`src/rtl/hazard_pipe_tracker_if.sv`:
```
// Bundle of the ID-stage inputs, the branch flush and the per-stage
// destination/write-enable stream produced by hazard_pipe_tracker.
// master: the surrounding pipeline (drives ID fields, reads tracker state).
// slave : the tracker itself.
interface hazard_pipe_tracker_if;
    // ID-stage instruction fields
    logic       ID_Valid;
    logic       ID_RegWrite;
    logic       ID_MemRead;
    logic       ID_MultStart;
    logic [4:0] ID_RegisterRs;
    logic [4:0] ID_RegisterRt;
    logic [4:0] ID_RegisterRd;
    logic       Flush;

    // Tracked pipeline registers
    logic       ID_EX_RegWrite;
    logic       ID_EX_MemRead;
    logic [4:0] ID_EX_RegisterRs;
    logic [4:0] ID_EX_RegisterRt;
    logic [4:0] ID_EX_RegisterRd;
    logic       EX_MEM_RegWrite;
    logic [4:0] EX_MEM_RegisterRd;
    logic       MEM_WB_RegWrite;
    logic [4:0] MEM_WB_RegisterRd;

    // Hazard outputs
    logic       Stall;
    logic       MultBusy;

    modport master (
        output ID_Valid, ID_RegWrite, ID_MemRead, ID_MultStart,
        output ID_RegisterRs, ID_RegisterRt, ID_RegisterRd, Flush,
        input  ID_EX_RegWrite, ID_EX_MemRead,
        input  ID_EX_RegisterRs, ID_EX_RegisterRt, ID_EX_RegisterRd,
        input  EX_MEM_RegWrite, EX_MEM_RegisterRd,
        input  MEM_WB_RegWrite, MEM_WB_RegisterRd,
        input  Stall, MultBusy
    );

    modport slave (
        input  ID_Valid, ID_RegWrite, ID_MemRead, ID_MultStart,
        input  ID_RegisterRs, ID_RegisterRt, ID_RegisterRd, Flush,
        output ID_EX_RegWrite, ID_EX_MemRead,
        output ID_EX_RegisterRs, ID_EX_RegisterRt, ID_EX_RegisterRd,
        output EX_MEM_RegWrite, EX_MEM_RegisterRd,
        output MEM_WB_RegWrite, MEM_WB_RegisterRd,
        output Stall, MultBusy
    );
endinterface

```
`src/rtl/hazard_pipe_tracker.sv`:
```
// hazard_pipe_tracker: tracks the ID/EX -> EX/MEM -> MEM/WB destination and
// write-enable stream for the forwarding unit, detects load-use hazards and,
// optionally, holds EX for a 4-cycle multiply/divide.
// Optional feature macro: MULTICYCLE_EN (multi-cycle EX unit with IDLE/BUSY
// state machine). Without it, ID_MultStart is ignored, MultBusy is 0 and
// multiply instructions flow as single-cycle ones.
module hazard_pipe_tracker (
    input logic                  clk,
    input logic                  reset,
    hazard_pipe_tracker_if.slave bus
);

    // ID/EX register
    logic       idex_reg_write;
    logic       idex_mem_read;
    logic [4:0] idex_rs;
    logic [4:0] idex_rt;
    logic [4:0] idex_rd;

    // EX/MEM register
    logic       exmem_reg_write;
    logic [4:0] exmem_rd;

    // MEM/WB register
    logic       memwb_reg_write;
    logic [4:0] memwb_rd;

    // Hazard / control terms
    logic       load_use;
    logic       busy;       // multi-cycle unit occupies EX this cycle
    logic       busy_exit;  // last busy cycle: multiply result leaves EX
    logic       idex_latch; // ID fields move into ID/EX at this edge
    logic       idex_hold;  // ID/EX keeps its contents at this edge
    logic       exmem_take; // EX/MEM loads ID/EX (otherwise a bubble)

    // Load-use: the load in EX produces a register the ID instruction reads.
    // A load to $0 never creates a dependency.
    always_comb begin
        load_use = bus.ID_Valid
                 & idex_mem_read
                 & (idex_rd != 5'd0)
                 & ((idex_rd == bus.ID_RegisterRs) | (idex_rd == bus.ID_RegisterRt));
    end

`ifdef MULTICYCLE_EN
    localparam logic [0:0] IDLE = 1'b0;
    localparam logic [0:0] BUSY = 1'b1;

    logic [0:0] state;
    logic [0:0] state_next;
    logic [1:0] cnt;
    logic [1:0] cnt_next;
    logic       idex_mult_start;

    assign busy      = (state == BUSY);
    assign busy_exit = busy & (cnt == 2'd0);

    // Next state: a multiply accepted into ID/EX starts a 4-cycle occupancy
    // (cnt 3,2,1,0); Flush is not looked at here, so it cannot disturb BUSY.
    always_comb begin
        state_next = state;
        cnt_next   = cnt;
        if (state == IDLE) begin
            if (idex_latch && bus.ID_MultStart) begin
                state_next = BUSY;
                cnt_next   = 2'd3;
            end
        end else begin
            if (cnt == 2'd0) begin
                state_next = IDLE;
            end else begin
                cnt_next = cnt - 2'd1;
            end
        end
    end

    // State register; reset discards any in-flight multiply.
    always_ff @(posedge clk) begin
        if (reset) begin
            state <= IDLE;
            cnt   <= 2'd0;
        end else begin
            state <= state_next;
            cnt   <= cnt_next;
        end
    end

    // MultStart bit of ID/EX, following the same priority as the other fields.
    always_ff @(posedge clk) begin
        if (reset) begin
            idex_mult_start <= 1'b0;
        end else if (idex_hold) begin
            idex_mult_start <= idex_mult_start;
        end else if (idex_latch) begin
            idex_mult_start <= bus.ID_MultStart;
        end else begin
            idex_mult_start <= 1'b0;
        end
    end

    // The multiply writes back exactly once, on the exit edge of BUSY.
    assign exmem_take = ~busy | (busy_exit & idex_mult_start);
`else
    logic unused_mult_start;

    assign unused_mult_start = bus.ID_MultStart;
    assign busy              = 1'b0;
    assign busy_exit         = 1'b0;
    assign exmem_take        = 1'b1;
`endif

    // ID/EX update selection. While busy the multiply sits in ID/EX; on the
    // exit cycle it moves on to EX/MEM and ID/EX takes a bubble, because the
    // ID instruction is still stalled and will be re-presented next cycle.
    // Flush, load-use, an invalid ID slot and the exit cycle all give a bubble.
    always_comb begin
        idex_hold  = busy & ~busy_exit;
        idex_latch = ~busy & ~bus.Flush & ~load_use & bus.ID_Valid;
    end

    // ID/EX register.
    always_ff @(posedge clk) begin
        if (reset) begin
            idex_reg_write <= 1'b0;
            idex_mem_read  <= 1'b0;
            idex_rs        <= 5'd0;
            idex_rt        <= 5'd0;
            idex_rd        <= 5'd0;
        end else if (idex_hold) begin
            idex_reg_write <= idex_reg_write;
            idex_mem_read  <= idex_mem_read;
            idex_rs        <= idex_rs;
            idex_rt        <= idex_rt;
            idex_rd        <= idex_rd;
        end else if (idex_latch) begin
            idex_reg_write <= bus.ID_RegWrite;
            idex_mem_read  <= bus.ID_MemRead;
            idex_rs        <= bus.ID_RegisterRs;
            idex_rt        <= bus.ID_RegisterRt;
            idex_rd        <= bus.ID_RegisterRd;
        end else begin
            idex_reg_write <= 1'b0;
            idex_mem_read  <= 1'b0;
            idex_rs        <= 5'd0;
            idex_rt        <= 5'd0;
            idex_rd        <= 5'd0;
        end
    end

    // EX/MEM register: bubble while the multi-cycle unit holds EX.
    always_ff @(posedge clk) begin
        if (reset) begin
            exmem_reg_write <= 1'b0;
            exmem_rd        <= 5'd0;
        end else if (exmem_take) begin
            exmem_reg_write <= idex_reg_write;
            exmem_rd        <= idex_rd;
        end else begin
            exmem_reg_write <= 1'b0;
            exmem_rd        <= 5'd0;
        end
    end

    // MEM/WB register: never stalled.
    always_ff @(posedge clk) begin
        if (reset) begin
            memwb_reg_write <= 1'b0;
            memwb_rd        <= 5'd0;
        end else begin
            memwb_reg_write <= exmem_reg_write;
            memwb_rd        <= exmem_rd;
        end
    end

    assign bus.ID_EX_RegWrite    = idex_reg_write;
    assign bus.ID_EX_MemRead     = idex_mem_read;
    assign bus.ID_EX_RegisterRs  = idex_rs;
    assign bus.ID_EX_RegisterRt  = idex_rt;
    assign bus.ID_EX_RegisterRd  = idex_rd;
    assign bus.EX_MEM_RegWrite   = exmem_reg_write;
    assign bus.EX_MEM_RegisterRd = exmem_rd;
    assign bus.MEM_WB_RegWrite   = memwb_reg_write;
    assign bus.MEM_WB_RegisterRd = memwb_rd;
    assign bus.Stall             = load_use | busy;
    assign bus.MultBusy          = busy;

endmodule

```
`src/flat_wrapper.sv`:
```
// flat-port wrapper written by rule: the top's interface ports become plain ports
module hazard_pipe_tracker_flat 
  (clk, reset, bus_ID_Valid, bus_ID_RegWrite, bus_ID_MemRead, bus_ID_MultStart, bus_ID_RegisterRs, bus_ID_RegisterRt, bus_ID_RegisterRd, bus_Flush, bus_ID_EX_RegWrite, bus_ID_EX_MemRead, bus_ID_EX_RegisterRs, bus_ID_EX_RegisterRt, bus_ID_EX_RegisterRd, bus_EX_MEM_RegWrite, bus_EX_MEM_RegisterRd, bus_MEM_WB_RegWrite, bus_MEM_WB_RegisterRd, bus_Stall, bus_MultBusy);
  hazard_pipe_tracker_if bus_i ();
  input logic clk;
  input logic reset;
  input wire logic [$bits(bus_i.ID_Valid)-1:0] bus_ID_Valid;
  input wire logic [$bits(bus_i.ID_RegWrite)-1:0] bus_ID_RegWrite;
  input wire logic [$bits(bus_i.ID_MemRead)-1:0] bus_ID_MemRead;
  input wire logic [$bits(bus_i.ID_MultStart)-1:0] bus_ID_MultStart;
  input wire logic [$bits(bus_i.ID_RegisterRs)-1:0] bus_ID_RegisterRs;
  input wire logic [$bits(bus_i.ID_RegisterRt)-1:0] bus_ID_RegisterRt;
  input wire logic [$bits(bus_i.ID_RegisterRd)-1:0] bus_ID_RegisterRd;
  input wire logic [$bits(bus_i.Flush)-1:0] bus_Flush;
  output wire logic [$bits(bus_i.ID_EX_RegWrite)-1:0] bus_ID_EX_RegWrite;
  output wire logic [$bits(bus_i.ID_EX_MemRead)-1:0] bus_ID_EX_MemRead;
  output wire logic [$bits(bus_i.ID_EX_RegisterRs)-1:0] bus_ID_EX_RegisterRs;
  output wire logic [$bits(bus_i.ID_EX_RegisterRt)-1:0] bus_ID_EX_RegisterRt;
  output wire logic [$bits(bus_i.ID_EX_RegisterRd)-1:0] bus_ID_EX_RegisterRd;
  output wire logic [$bits(bus_i.EX_MEM_RegWrite)-1:0] bus_EX_MEM_RegWrite;
  output wire logic [$bits(bus_i.EX_MEM_RegisterRd)-1:0] bus_EX_MEM_RegisterRd;
  output wire logic [$bits(bus_i.MEM_WB_RegWrite)-1:0] bus_MEM_WB_RegWrite;
  output wire logic [$bits(bus_i.MEM_WB_RegisterRd)-1:0] bus_MEM_WB_RegisterRd;
  output wire logic [$bits(bus_i.Stall)-1:0] bus_Stall;
  output wire logic [$bits(bus_i.MultBusy)-1:0] bus_MultBusy;
  assign bus_i.ID_Valid = bus_ID_Valid;
  assign bus_i.ID_RegWrite = bus_ID_RegWrite;
  assign bus_i.ID_MemRead = bus_ID_MemRead;
  assign bus_i.ID_MultStart = bus_ID_MultStart;
  assign bus_i.ID_RegisterRs = bus_ID_RegisterRs;
  assign bus_i.ID_RegisterRt = bus_ID_RegisterRt;
  assign bus_i.ID_RegisterRd = bus_ID_RegisterRd;
  assign bus_i.Flush = bus_Flush;
  assign bus_ID_EX_RegWrite = bus_i.ID_EX_RegWrite;
  assign bus_ID_EX_MemRead = bus_i.ID_EX_MemRead;
  assign bus_ID_EX_RegisterRs = bus_i.ID_EX_RegisterRs;
  assign bus_ID_EX_RegisterRt = bus_i.ID_EX_RegisterRt;
  assign bus_ID_EX_RegisterRd = bus_i.ID_EX_RegisterRd;
  assign bus_EX_MEM_RegWrite = bus_i.EX_MEM_RegWrite;
  assign bus_EX_MEM_RegisterRd = bus_i.EX_MEM_RegisterRd;
  assign bus_MEM_WB_RegWrite = bus_i.MEM_WB_RegWrite;
  assign bus_MEM_WB_RegisterRd = bus_i.MEM_WB_RegisterRd;
  assign bus_Stall = bus_i.Stall;
  assign bus_MultBusy = bus_i.MultBusy;
  hazard_pipe_tracker u_core (.clk(clk), .reset(reset), .bus(bus_i));
endmodule
```
`config.mk`:
```
export PLATFORM = sky130hd
export DESIGN_NAME = hazard_pipe_tracker_flat
export DESIGN_NICKNAME = d
export VERILOG_FILES = /design/src/rtl/hazard_pipe_tracker_if.sv /design/src/rtl/hazard_pipe_tracker.sv /design/src/flat_wrapper.sv
export SDC_FILE = /design/constraint.sdc
export NUM_CORES = 1
export LEC_CHECK = 0
export CAP_MARGIN = 25
export CORE_ASPECT_RATIO = 1.5
export CORE_UTILIZATION = 36
export CTS_CLUSTER_DIAMETER = 30
export DETAILED_ROUTE_END_ITERATION = 10
export GPL_TIMING_DRIVEN = 0
export HOLD_SLACK_MARGIN = 0.06
export PLACE_DENSITY = 0.73
export SLEW_MARGIN = 20
export SYNTH_ARGS = -nofsm -noshare
export SYNTH_HDL_FRONTEND = slang
export SYNTH_SLANG_ARGS = --single-unit
```
`constraint.sdc`:
```
create_clock -name clk -period 1.8 [get_ports clk]
set_clock_uncertainty 0.2 [all_clocks]
set_input_delay 0.36 -clock clk [delete_from_list [all_inputs] [get_ports clk]]
set_output_delay 0.36 -clock clk [all_outputs]
set_load 0.02 [all_outputs]
```
==> impl_metrics.csv, run 1 <==
group,metric,value,unit
final_layout,final_layout_size_suffix_gt1_frac,0.193,
die,rows,24,
grt,grt_pass1_vias,913,
route,drc,0,
power,p_per_area,813,nW/um2
route,ant_nets,0,
die,io_pins,53,
critical_path,rr_worst_depth,4,
placement,place_area,1680,um2
outcome,violations,"negative setup slack",
min_path,hp-start,"bus_ID_RegisterRs[0]",
critical_path,crit_arrival,1.61,ns
placement,gp_congestion,0.702,
clocking,clockBufferDepth,2,
timing,rsz0062_at_grt,"true",
clocking,cts.sinks,29,
route,wl_per_cell,12.7,um
placement,dpl.hpwl,1840,um
timing,slew_viol_final,0,
critical_path,crit_path_start_kind,"flip-flop",
critical_path,slowest_stage,"or3_1",
job,cap_violations,0,
power,vdd_drop_max,0.705,mV
logic_synthesis,synth_cells,105,
placement,pre_cts_ws,-1.06,ns
power,leakage,0.856,nW
final_layout,num-fill-cells,262,
route,viasPerCell,4.71,
grt,grt_max_degree,18,
logic_synthesis,yosysSeqAreaShare,0.516,
route,vias,965,
logic_synthesis,ys_ff_latch,29,
clocking,cts_tree,"done",
final_layout,num-nets-final,187,
critical_path,cp_slowest_stage_delay,0.36,ns
die,die_h,70.5,um
logic_synthesis,syn_area,1120,um2
timing,hold_viol,0,
die,start_util,0.382,
final_layout,diodes,0,
grt,antenna_found_initial,0,
die,die_w,47.6,um
route,first_pass_iters,4,
clocking,h-tree-depth,2,
grt,grt_usage,0.172,
critical_path,required,1.24,ns
die,die_area,3360,um2
min_path,hold_class,"input pin to flip-flop",
timing,period_needed,2.17,ns
placement,io_buffers,50,
critical_path,crit_chain,"or3_1 > o311a_1 > and2_4 > buf_6",
timing,setup_viol,2,
outcome,outcome,"finished with violations",
timing,worst_slack,-0.373,ns
final_layout,fin_area,1880,um2
critical_path,crit_path_end_kind,"output pin",
clocking,clock_latency,0.28,ns
die,fp.coreArea,2940,um2
critical_path,worstSetupPathType,"flip-flop to output pin",
grt,globalRouteOverflowTotal,0,
route,drtIter0Drc,20,
clocking,numCtsBuffers,5,
timing,max_freq,460,MHz
power,finalPower,0.00153,W
logic_synthesis,avgSynthCellArea,10.7,um2
timing,period_share,1.21,
critical_path,crit_fanout,3,
grt,grt_pass1_wl,4010,um
clocking,clkSlewWorstSetupHoldPaths,0.06,ns
min_path,worstHoldPathCells,3,
logic_synthesis,netlist-cell-type-count,19,
final_layout,area_growth,67.4,%
logic_synthesis,synth_nets,127,
clocking,cts-root-buf,"clkbuf_8",
logic_synthesis,yosys_warnings,0,
critical_path,startpoint,"u_core.bus.ID_EX_RegisterRd[4]$_SDFF_PP0_",
critical_path,rr_startpoint,"u_core.bus.ID_EX_RegisterRd[4]$_SDFF_PP0_",
route,drt_wl_total,2600,um
[cell type report]
cell class              count  area [um2]  area share
repair buffers             55         582       0.309
clock buffers               7        86.3      0.0458
plain buffers               7        46.3      0.0246
well taps                  39        48.8      0.0259
flip-flops and latches     29         591       0.314
clock inverters             1        30.0      0.0159
multi-input cells          67         499       0.265
[layout by cell type, fill, tap and decap left out]
| master | synthesis | final |
|---|---|---|
| a21oi_2 | 10 | 10 |
| buf_1 | 1 | 2 |
| buf_12 | 1 | 1 |
| buf_6 | 1 | 1 |
| clkbuf_16 | 0 | 1 |
| xnor2_1 | 10 | 9 |
| and2_4 | 0 | 1 |
| buf_4 | 1 | 5 |
| o22ai_4 | 0 | 1 |
| nand2_1 | 2 | 2 |
| clkdlybuf4s50_1 | 0 | 33 |
| clkbuf_8 | 0 | 6 |
| dfxtp_4 | 0 | 2 |
| dlygate4sd2_1 | 0 | 4 |
| o311a_1 | 1 | 1 |
| xnor2_2 | 0 | 1 |
| conb_1 | 1 | 1 |
| nand3b_1 | 17 | 17 |
| nor2b_1 | 14 | 14 |
| dfxtp_2 | 0 | 2 |
| dlymetal6s2s_1 | 0 | 12 |
| or3_1 | 1 | 1 |
| a21oi_1 | 7 | 7 |
| nand3_1 | 2 | 2 |
| clkbuf_1 | 4 | 4 |
| bufinv_16 | 0 | 1 |
| dfxtp_1 | 29 | 25 |
[critical path, delay by kind of cell, from the launching register on]
family | cells | cell delay, ns
AOI/OAI and AO/OA | 1 | 0.36
and+or+nand+nor | 2 | 0.51
buffers and inverters | 1 | 0.12
DFF | 1 | 0.34
[metrics by stage]
stage | std cells | setup TNS [ns] | util | hold WS, ns
floorplan | 105 | -0.0846 | - | 0.291
global placement | 194 | -7.28 | 0.571 | 0.246
detailed placement | 194 | -8.33 | 0.571 | 0.253
CTS | 204 | -0.481 | 0.616 | 0.267
global route | 205 | -0.565 | 0.640 | 0.202
finish | 205 | -0.414 | 0.640 | 0.201
[registers in the layout, summed over array words and instances, names as in the netlist]
name / cells
u_core.bus.EX_MEM_RegisterRd: 5
u_core.bus.ID_EX_RegisterRd: 5
u_core.bus.ID_EX_RegisterRs: 5
u_core.bus.ID_EX_RegisterRt: 5
u_core.bus.MEM_WB_RegisterRd: 5
u_core.bus.EX_MEM_RegWrite: 1
u_core.bus.ID_EX_MemRead: 1
u_core.bus.ID_EX_RegWrite: 1
u_core.bus.MEM_WB_RegWrite: 1
[routing by layer]
layer	global-route usage	up-vias	share of wire
met2	0.268	45	0.54
met3	0.0620	8	0.085
met4	0.102	0	0.030
met5	0	-	0
met1	0.188	442	0.35
li1	-	470	-
[what timing repair did]
item	4_1_cts	5_1_grt
hold buffers	0	0
gates resized for setup	14	19
hold endpoints to repair	0	0
cloned	0	1
pin swaps	1	9
endpoints found under the setup margin	16	22
buffers inserted	3	2
[power by group]
part | switching (W) | internal [W]
clock | 0.000235 | 0.000450
combinational | 0.0000817 | 0.000102
sequential | 0.00000662 | 0.000654
[kinds of logic after synthesis]
| family | after synthesis | share of synthesized area |
|---|---|---|
| DFF | 29 | 0.516 |
| and+or+nand+nor | 37 | 0.218 |
| xor gates and xnor gates | 10 | 0.0779 |
| AOI/OAI and AO/OA | 19 | 0.129 |
| buffers and inverters | 9 | 0.0556 |
| other | 1 | 0.00333 |
[cells in the mapped netlist]
master     n  area share
dfxtp_1   29        0.52
nand3b_1  17        0.11
nor2b_1   14       0.078
a21oi_2   10       0.078
xnor2_1   10       0.078
a21oi_1    7       0.031
clkbuf_1   4       0.013
nand2_1    2      0.0067
nand3_1    2      0.0089
and2_1     1      0.0056
buf_1      1      0.0033
buf_12     1       0.018
buf_2      1      0.0044
buf_4      1      0.0067
buf_6      1       0.010
conb_1     1      0.0033
o22ai_2    1       0.011
o311a_1    1      0.0089
or3_1      1      0.0056
[final timing paths]
path                                                              endpoint  slack [ns]
worst max-delay path                                             bus_Stall       -0.37
worst min-delay path             u_core.bus.ID_EX_RegisterRs[0]$_SDFF_PP0_        0.20
worst max register to register   u_core.bus.ID_EX_RegisterRt[3]$_SDFF_PP0_        0.04
worst min register to register  u_core.bus.MEM_WB_RegisterRd[2]$_SDFF_PP0_        0.26
Power figures use the tool's default switching activity.
==> inputs of run 2 (changes only) <==
Settings changed: REMOVE_ABC_BUFFERS set to 1.
==> impl_metrics.csv, run 2 (synthesis results as in run 1) <==
group,metric,value,unit
power,vdd_drop_max,0.640,mV
clocking,clock_latency,0.28,ns
clocking,clkSlewWorstSetupHoldPaths,0.06,ns
route,vias,916,
placement,gp_congestion,0.738,
critical_path,crit_path_end,"bus_Stall",
route,wl_per_cell,13.3,um
final_layout,multi_input_area,523,um2
die,die_h,70.5,um
critical_path,required,1.24,ns
clocking,cts.sinks,29,
critical_path,rr_worst_depth,4,
route,first_pass_iters,3,
power,p_per_area,776,nW/um2
critical_path,worstSetupPathType,"flip-flop to output pin",
critical_path,r2r-end,"u_core.bus.ID_EX_RegisterRd[2]$_SDFF_PP0_",
timing,hold_viol,0,
min_path,hp-start,"bus_ID_RegisterRs[4]",
clocking,cts_tree,"done",
clocking,clockBufferDepth,2,
final_layout,regArea,589,um2
die,fp.coreArea,2940,um2
die,rows,24,
timing,tightest_slew,0.654,ns
critical_path,startpoint,"u_core.bus.ID_EX_RegisterRd[2]$_SDFF_PP0_",
route,viasPerCell,4.65,
timing,period_share,1.20,
placement,io_buffers,50,
outcome,violations,"negative setup slack",
route,drt_wl_total,2630,um
critical_path,r2r_slack,0.07,ns
final_layout,layout_commonest_cell,"clkdlybuf4s50_1",
timing,holdWs,0.205,ns
job,cap_violations,0,
final_layout,diodes,0,
final_layout,num-nets-final,179,
route,ant_nets,0,
grt,globalRouteOverflowTotal,0,
die,die_area,3360,um2
clocking,h-tree-depth,2,
critical_path,crit_arrival,1.60,ns
die,start_util,0.382,
die,die_w,47.6,um
clocking,numCtsBuffers,5,
grt,grt_usage,0.181,
final_layout,area_growth,61.6,%
grt,grt_pass1_vias,965,
power,leakage,0.842,nW
placement,placedCellCount,185,
grt,grt_pass1_wl,4210,um
final_layout,num-fill-cells,268,
timing,setup_viol,2,
critical_path,rr_startpoint,"u_core.bus.ID_EX_RegisterRd[2]$_SDFF_PP0_",
timing,worst_slack,-0.362,ns
power,finalPower,0.00141,W
outcome,outcome,"finished with violations",
timing,max_freq,463,MHz
final_layout,final_cell_mix,"clkdlybuf4s50_1 (32), dfxtp_1 (26), nand3b_1 (17)",
timing,rsz0062_at_grt,"true",
die,io_pins,53,
route,drtIter0Drc,14,
final_layout,finalNonFillerCells,197,
grt,grt_max_degree,21,
clocking,cts-root-buf,"clkbuf_8",
critical_path,crit_path_end_kind,"output pin",
clocking,ctsHoldBuffers,0,
timing,relSlewSlack,0.563,
timing,slew_viol_final,0,
critical_path,crit_path_start_kind,"flip-flop",
route,drc,0,
placement,dpl.hpwl,1830,um
grt,antenna_found_initial,0,
final_layout,final_layout_size_suffix_gt1_frac,0.203,
critical_path,crit_fanout,2,
timing,period_needed,2.16,ns
final_layout,fin_util,0.618,
min_path,hold_class,"input pin to flip-flop",
==> run 2: worst min-delay path by stage <==
stage / to / slack, ns / cells past startpoint
after floorplan: u_core.bus.EX_MEM_RegWrite$_SDFF_PP0_ / 0.23 / 1
after global placement: u_core.bus.MEM_WB_RegWrite$_SDFF_PP0_ / 0.25 / 1
after detailed placement: u_core.bus.MEM_WB_RegisterRd[3]$_SDFF_PP0_ / 0.26 / 1
after CTS: u_core.bus.MEM_WB_RegisterRd[3]$_SDFF_PP0_ / 0.27 / 1
after global routing: u_core.bus.ID_EX_RegisterRs[4]$_SDFF_PP0_ / 0.21 / 3
final: u_core.bus.ID_EX_RegisterRs[4]$_SDFF_PP0_ / 0.20 / 3
==> run 2: final cells by class <==
class | instances | area share
sequential | 29 | 0.324
timing repair buffer | 54 | 0.306
multi-input combinational | 67 | 0.288
clock buffer | 7 | 0.0530
tap | 39 | 0.0268
clock inverter | 1 | 0.00275
==> run 2: where the power goes <==
group	switching (W)	internal [W]	leakage, nW	total, W
clock network	0.000233	0.000344	0.0542	0.000578
logic	0.0000779	0.0000936	0.550	0.000172
registers	0.00000730	0.000654	0.237	0.000661
total	0.000318	0.00109	0.842	0.00141
==> run 2: worst max-delay path: stages, from the launching register on <==
cell	delay, ns
dfxtp_4	0.34
or3_4	0.38
o311a_4	0.32
and2_4	0.16
buf_6	0.12
==> run 2: what timing repair did <==
action | 4_1_cts | 5_1_grt
pin swaps | 3 | 4
buffers inserted | 4 | 0
gates cloned | 0 | 0
endpoints found under the setup margin | 23 | 27
resized for setup | 21 | 15
==> run 2: per-stage QoR <==
stage	worst slack [ns]	TNS (ns)	area, um2
4_1_cts	-0.406	-0.583	1770
3_5_place_dp	-1.48	-10.95	1610
3_3_place_gp	-1.45	-10.28	1610
5_1_grt	-0.399	-0.653	1820
6_report	-0.362	-0.512	1820
2_1_floorplan	-0.455	-0.629	1060
==> run 2: layer usage <==
| layer | wire length (um) | part of all wire | track usage | vias to the layer above |
|---|---|---|---|---|
| met5 | 0 | 0 | 0 | - |
| met4 | 81 | 0.031 | 0.108 | 0 |
| met3 | 205 | 0.078 | 0.0672 | 9 |
| met2 | 1410 | 0.54 | 0.301 | 37 |
| met1 | 932 | 0.36 | 0.178 | 416 |
| li1 | - | - | - | 454 |
